`src/rtl/id_ex_stage.sv`:
```
// ID/EX pipeline register with load-use hazard detection, a flush path and saturating stall/flush counters.
// Latency: one clock from ID inputs to EX outputs. Stall and Hazard are combinational in the same cycle.
// Backpressure: Stall holds PC and IF/ID for one cycle while a bubble enters EX. Flush overrides Stall.
module id_ex_stage (
    input  logic        clk,
    input  logic        rst_n,
    input  logic        IDValid,
    input  logic [5:0]  CtrlIn,
    input  logic [1:0]  ALUOpIn,
    input  logic [31:0] ReadData1In,
    input  logic [31:0] ReadData2In,
    input  logic [31:0] SignExtIn,
    input  logic [4:0]  RsIn,
    input  logic [4:0]  RtIn,
    input  logic [4:0]  RdIn,
    input  logic        UsesRs,
    input  logic        UsesRt,
    input  logic        Flush,
    output logic [5:0]  CtrlOut,
    output logic [1:0]  ALUOp,
    output logic [5:0]  FuncCode,
    output logic [31:0] ReadData1,
    output logic [31:0] ReadData2,
    output logic [31:0] SignExt,
    output logic [4:0]  Rs,
    output logic [4:0]  Rt,
    output logic [4:0]  Rd,
    output logic        EXValid,
    output logic        Stall,
    output logic [15:0] StallCount,
    output logic [15:0] FlushCount
);

    // Control bit order is {RegWrite, MemtoReg, MemRead, MemWrite, ALUSrc, RegDst}.
    localparam int MEMREAD_BIT = 3;
    localparam logic [15:0] CNT_MAX = 16'hFFFF;

    typedef struct packed {
        logic [5:0]  ctrl;
        logic [1:0]  aluop;
        logic [5:0]  func;
        logic [31:0] rd1;
        logic [31:0] rd2;
        logic [31:0] sext;
        logic [4:0]  rs;
        logic [4:0]  rt;
        logic [4:0]  rd;
    } idex_t;

    idex_t       w_id;
    idex_t       r_ex;
    logic        r_valid;
    logic [15:0] r_stall_cnt;
    logic [15:0] r_flush_cnt;
    logic        w_hazard;
    logic        w_stall;
    logic        w_load;
    logic        w_flush_evt;

    // Pack the ID-stage fields into one payload; the function code is the low six immediate bits.
    always_comb begin
        w_id       = '0;
        w_id.ctrl  = CtrlIn;
        w_id.aluop = ALUOpIn;
        w_id.func  = SignExtIn[5:0];
        w_id.rd1   = ReadData1In;
        w_id.rd2   = ReadData2In;
        w_id.sext  = SignExtIn;
        w_id.rs    = RsIn;
        w_id.rt    = RtIn;
        w_id.rd    = RdIn;
    end

    // Load-use detection: a real load in EX whose non-zero target is read by the ID instruction.
    // Because the inserted bubble clears EXValid, the hazard can last at most one cycle.
    always_comb begin
        w_hazard    = r_valid & r_ex.ctrl[MEMREAD_BIT] & (r_ex.rt != 5'd0) &
                      ((UsesRs & (RsIn == r_ex.rt)) | (UsesRt & (RtIn == r_ex.rt)));
        w_stall     = IDValid & ~Flush & w_hazard;
        w_load      = IDValid & ~Flush & ~w_hazard;
        w_flush_evt = IDValid & Flush;
    end

    // Pipeline register: load the ID payload, otherwise insert an all-zero bubble (no writes, ALUOp add).
    always_ff @(posedge clk or negedge rst_n) begin
        if (!rst_n) begin
            r_ex    <= '0;
            r_valid <= 1'b0;
        end else if (w_load) begin
            r_ex    <= w_id;
            r_valid <= 1'b1;
        end else begin
            r_ex    <= '0;
            r_valid <= 1'b0;
        end
    end

    // Saturating event counters for stall cycles and flushes of real instructions.
    always_ff @(posedge clk or negedge rst_n) begin
        if (!rst_n) begin
            r_stall_cnt <= 16'd0;
            r_flush_cnt <= 16'd0;
        end else begin
            if (w_stall && (r_stall_cnt != CNT_MAX)) begin
                r_stall_cnt <= r_stall_cnt + 16'd1;
            end
            if (w_flush_evt && (r_flush_cnt != CNT_MAX)) begin
                r_flush_cnt <= r_flush_cnt + 16'd1;
            end
        end
    end

    assign CtrlOut    = r_ex.ctrl;
    assign ALUOp      = r_ex.aluop;
    assign FuncCode   = r_ex.func;
    assign ReadData1  = r_ex.rd1;
    assign ReadData2  = r_ex.rd2;
    assign SignExt    = r_ex.sext;
    assign Rs         = r_ex.rs;
    assign Rt         = r_ex.rt;
    assign Rd         = r_ex.rd;
    assign EXValid    = r_valid;
    assign Stall      = w_stall;
    assign StallCount = r_stall_cnt;
    assign FlushCount = r_flush_cnt;

endmodule

```
`config.mk`:
```
export PLATFORM = sky130hd
export DESIGN_NAME = id_ex_stage
export DESIGN_NICKNAME = d
export VERILOG_FILES = /design/src/rtl/id_ex_stage.sv
export SDC_FILE = /design/constraint.sdc
export NUM_CORES = 1
export LEC_CHECK = 0
export ABC_CLOCK_PERIOD_IN_PS = 2300
export BUFFER_PORTS_ARGS = -buffer_cell sky130_fd_sc_hd__buf_4
export CORE_MARGIN = 2
export CORE_UTILIZATION = 35
export CTS_CLUSTER_DIAMETER = 120
export DETAILED_ROUTE_END_ITERATION = 12
export SETUP_SLACK_MARGIN = 0.05
export SLEW_MARGIN = 20
export SYNTH_ARGS = -nofsm -noshare
export SYNTH_HDL_FRONTEND = slang
export SYNTH_SLANG_ARGS = --single-unit
```
`constraint.sdc`:
```
create_clock -name clk -period 2.3 [get_ports clk]
set_clock_uncertainty 0.2 [all_clocks]
set_input_delay 0.23 -clock clk [delete_from_list [all_inputs] [get_ports clk]]
set_output_delay 0.23 -clock clk [all_outputs]
set_load 0.02 [all_outputs]
```
# After elaboration in Yosys (flattened, before gate mapping)
# Index checks and enable logic that the tools add are counted.
dict set report totals {
  ff_bits 158
  inputBits 125
  output_inout_bits 159
  elab_cells 35
}
dict set report classes {
  add_sub_neg 2
  n_eq_ne 4
  muxes 2
  bitwise_logic 12
  reduce_logical 3
}
# operator count
set op_table {}
lappend op_table {{125-bit 2-to-1 mux} 1}
lappend op_table {{16-bit by 1-bit adder with 16-bit output, second input constant} 2}
lappend op_table {{16-bit inequality test, second input constant} 2}
lappend op_table {{5-bit == test} 2}
lappend op_table {{1-bit bitwise AND} 9}
lappend op_table {{5-bit nonzero test} 1}
lappend op_table {{1-bit logical AND} 2}
lappend op_table {{1-bit NOT} 2}
lappend op_table {{1-bit 2-to-1 mux} 1}
lappend op_table {{1-bit bitwise OR} 1}

# Logic depth before layout (Yosys ltp)
dict set report depth {
  depth_word 7
  depth_mapped 9
  mapped_depth_nobuf 7
}

# Least setup slack after synthesis
# Ideal clock, no wire load.
dict set report synth_timing {
  path_kind {reg2reg}
  from {register r_stall_cnt[0] (netlist: StallCount[0])}
  to {register r_stall_cnt[8] (netlist: StallCount[8])}
  setup_ps 130
  arrival_time_ps 1860
  required_ps 1970
  slack_ps 110
  stages_incl_launch_ff 10
  n_path_buf 2
  cell_sequence {dfrtp_1 > ha_1 > and3_1 > clkbuf_1 > nand3_1 > o21ai_0 > a211oi_2 > buf_6 > nand4_1 > xnor2_1}
}
dict set report synth_between {
  elab_chain_len 2
  elab_cells_between_ends 3
  classes_between {1 x add/sub; 1 x eq/ne; 1 x reduce/logical}
}
# element line
set synth_lines {}
lappend synth_lines {{start: declaration} 53} ;# logic [15:0] r_stall_cnt;
lappend synth_lines {{start signal: assignment} 105} ;# r_stall_cnt <= r_stall_cnt + 16'd1;
lappend synth_lines {{branches (longest 2 deep; another with 16-bit by 1-bit adder with 16-bit output)} --}
# Parallel ways; which one is timed is not known.
# A chain may end at the register's enable or synchronous reset.

# Worst setup path in the final report
dict set report layout_timing {
  from {register r_ex, in the netlist Rt[1]}
  to {output Stall}
}
dict set report layout_between {
  elab_chain_len 5
  elab_cells_between_ends 9
  classes_between {2 x eq/ne; 6 x bitwise; 1 x reduce/logical}
}
# element line
set layout_lines {}
lappend layout_lines {{start: declaration} 51} ;# idex_t r_ex;
lappend layout_lines {{start signal: assignment} 90} ;# r_ex <= w_id;
lappend layout_lines {{5-bit == test} 78} ;# ((UsesRs & (RsIn == r_ex.rt)) | (UsesRt & (RtIn == r_ex.rt)));
lappend layout_lines {{1-bit bitwise AND} 78}
lappend layout_lines {{1-bit bitwise OR} 78}
lappend layout_lines {{1-bit bitwise AND *} 77} ;# w_hazard = r_valid & r_ex.ctrl[MEMREAD_BIT] & (r_ex.rt != 5'd0) &
lappend layout_lines {{1-bit bitwise AND *} 79} ;# w_stall = IDValid & ~Flush & w_hazard;
lappend layout_lines {{end: declaration} 29} ;# output logic Stall,
# Mark *: on every way between the ends. The rest lies on a longest branch, timed or not.

==> metrics.txt <==
status=complete, but fails checks; violated checks=negative setup slack; top cells by count, synth=dfrtp_1 (152), and2_1 (121), xnor2_1 (25); VDD IR max=0.0006102 V; FMAX=407.4 MHz; critical path type=reg -> out; leading area contributor after synthesis=dfrtp_1; antenna cells=0; Multi-input gate area=0.001659 sq mm; Die Span X=130.5 um; IO buf count=283; worst skew pair latency=410 ps; DRT met1 WL=6291 um; #FFs+latches synth=152; Yosys warnings=0; TritonCTS clock tree=done; Routability Congestion=0.8007; gr ovfl total=0; Lkg Pwr=5.208 nW; first-pass detailed-route iteration total=4; post-route ant nets=0; clk root buf=clkbuf_16; Top Layer Used=met4; WP data arrival=2020 ps; worst r2r path cells=7; design area=0.01014 sq mm; RSZ-0062 raised after global routing=true; terminus of the critical flop-to-flop path=StallCount[1]; Max stage delay on crit path=430 ps; routed wl met2=8797 um; WP data required=1870 ps; vias in the first global route=5037; CP Cell Sequence=xor2_1 -> nor4_2 -> nand3_1 -> buf_6 -> a21oi_4 -> and2_4 -> buf_6; DP Area=0.007979 sq mm; Total GRT Usage=0.1962; synthesized instance count=414; maximum root-to-sink buffer count=2; Startpoint Class=flop; Cells after DPL=910; Routed WL=16860 um; Most common cell on crit path=buf_6; Tcrit/Tclk final=1.067; Max Slew Vio Count=0; maxcap violations=0; Post-DP HPWL=11290 um; post-route insts no fill=1081; register area=0.003804 sq mm; Synth area leaders=dfrtp_1 (68%), and2_1 (14%), xnor2_1 (3.9%); Synth Flop Type=dfrtp_1; Avg Cell Area, Syn=13.53 sq um; H-tree depth=4; Syn Nets=541; I/O Pins=284; first-pass GRT wire length=25360 um; top cell type's share of synthesized area=0.6792; most numerous cell in the Yosys netlist=dfrtp_1; maximum number of pins on one net before global-route repair=68; CP max FO=4; reg2reg setup slack=0 ps; power per cell area=705.4 mW/mm^2; setup slack after layout=-154.5 ps; Net count, final=979; clk sink count=152; Post-synth EDFFs=0; layout cell share with drive strength beyond 1=0.4243; Starting Density=0.3551; FP Rows=46; WL per Instance=15.60 um; initial antenna violation count=0; Initial DRC Count=124; Residual DRC=0; synthesis-to-layout area growth=81.12%; Core Area=0.01577 sq mm; Reg-to-Reg Start=Rt[4]; asr flop ratio synth=1.000; Final Setup Violations=2; Die Footprint=0.01703 sq mm; via count=4661; PnR Total Power=7.156 mW; library cells used by synthesis=34; Final Hold Vio Count=0; sequential area share after synthesis=0.6792; Min-Delay Path Class=in -> async; Die Y=130.5 um; # fillers=1237; clk slew on worst S/H paths=60 ps; slowest cell on the critical path=dfrtp_1; crit end category=output pin; Final Critical Period=2455 ps; Worst Max-Slew Pin Slew=413.2 ps; CTS Buf Count=17; Mapped Area=0.005600 sq mm; met3 wire len=1533 um; via/cell ratio=4.312; worst rel slew slack=0.7225
## state kept, by name (all words and copies together) (netlist names), 2 cells and up
| signal | flops |
|---|---|
| ALUOp | 2 |
| CtrlOut | 6 |
| FlushCount | 16 |
| Rd | 5 |
| ReadData1 | 32 |
| ReadData2 | 32 |
| Rs | 5 |
| Rt | 5 |
| SignExt | 32 |
| StallCount | 16 |
## per-stage QoR
step | hold slack [ps] | worst slack [ps] | util | TNS [ps]
floorplan | -265.6 | 109.9 | - | 0
global placement | -17.32 | -133.4 | 0.5060 | -676.0
detailed placement | -15.76 | -185.8 | 0.5060 | -1203
CTS | 94.79 | -197.0 | 0.6327 | -197.0
global route | 131.2 | -272.0 | 0.6432 | -3140
finish | 100.1 | -154.5 | 0.6432 | -154.8
## worst max path at each step
stage,start,to
after floorplan,StallCount[0],StallCount[8]
after global placement,Rt[4],StallCount[1]
after detailed placement,Rt[1],StallCount[1]
after CTS,Rt[1],Stall
after global routing,Rt[1],Stall
final,Rt[1],Stall
## critical path: cells and delay by family, from the launching register on
kind / cells / cell delay, ps
simple gates: 3 / 610
flops: 1 / 430
buf+inv: 2 / 270
xor+xnor: 1 / 170
compound gates: 1 / 140
## area by class of cell
class	count	share of cell area
well taps	216	0.02664
clock buffers	20	0.04601
clock inverters	12	0.02060
multi-input cells	236	0.1636
inverters	5	0.001850
repair buffers	440	0.3663
flip-flops and latches	152	0.3750
## cell usage in the layout (no fill, tap or decap), types with 2 or more instances in the layout
master,netlist,layout
and3_1,6,6
xnor2_1,25,25
buf_12,0,4
xor2_1,13,13
dfrtp_1,152,152
clkbuf_16,0,18
nand2_1,11,11
dlygate4sd3_1,0,120
nor4_2,1,2
nor3_1,2,2
nor2_1,5,4
buf_6,12,8
nor4_4,1,2
bufinv_16,0,5
inv_1,5,5
nand3_1,19,19
nand4_1,10,10
clkinvlp_4,0,2
buf_4,6,305
and2_1,121,120
clkbuf_8,0,3
ha_1,2,2
a21oi_4,1,2
and4_1,2,2
buf_8,0,2
inv_6,0,5
or4_1,2,2
## what timing repair did
action / 4_1_cts / 5_1_grt
endpoints found under the hold margin: 271 / 0
buffers inserted: 10 / 9
pin swaps: 10 / 10
gates resized for setup: 13 / 13
cloned: 0 / 2
setup endpoints to repair: 18 / 141
hold buffers: 120 / 0
## routing by layer
metal | up-vias | track usage
met5 | - | 0
met4 | 0 | 0.07134
met3 | 18 | 0.07370
met2 | 190 | 0.3505
met1 | 2257 | 0.2130
li1 | 2196 | -
## logic make-up after synthesis
family / Yosys count / share of synthesized area
AND/OR/NAND/NOR: 187 / 0.2044
AO/OA/AOI/OAI: 7 / 0.01072
adder cells (fa/ha/maj): 2 / 0.004468
buffers and inverters: 26 / 0.03776
multiplexers: 2 / 0.004021
flip-flops: 152 / 0.6792
XOR/XNOR: 38 / 0.05943
## report_power, final
group	switching (mW)	internal, mW	total, mW
logic	0.517	0.608	1.13
clock network	1.11	2.03	3.14
registers	0.0822	2.81	2.89
total	1.71	5.45	7.16
No activity file was read; power rests on OpenSTA's default activity.
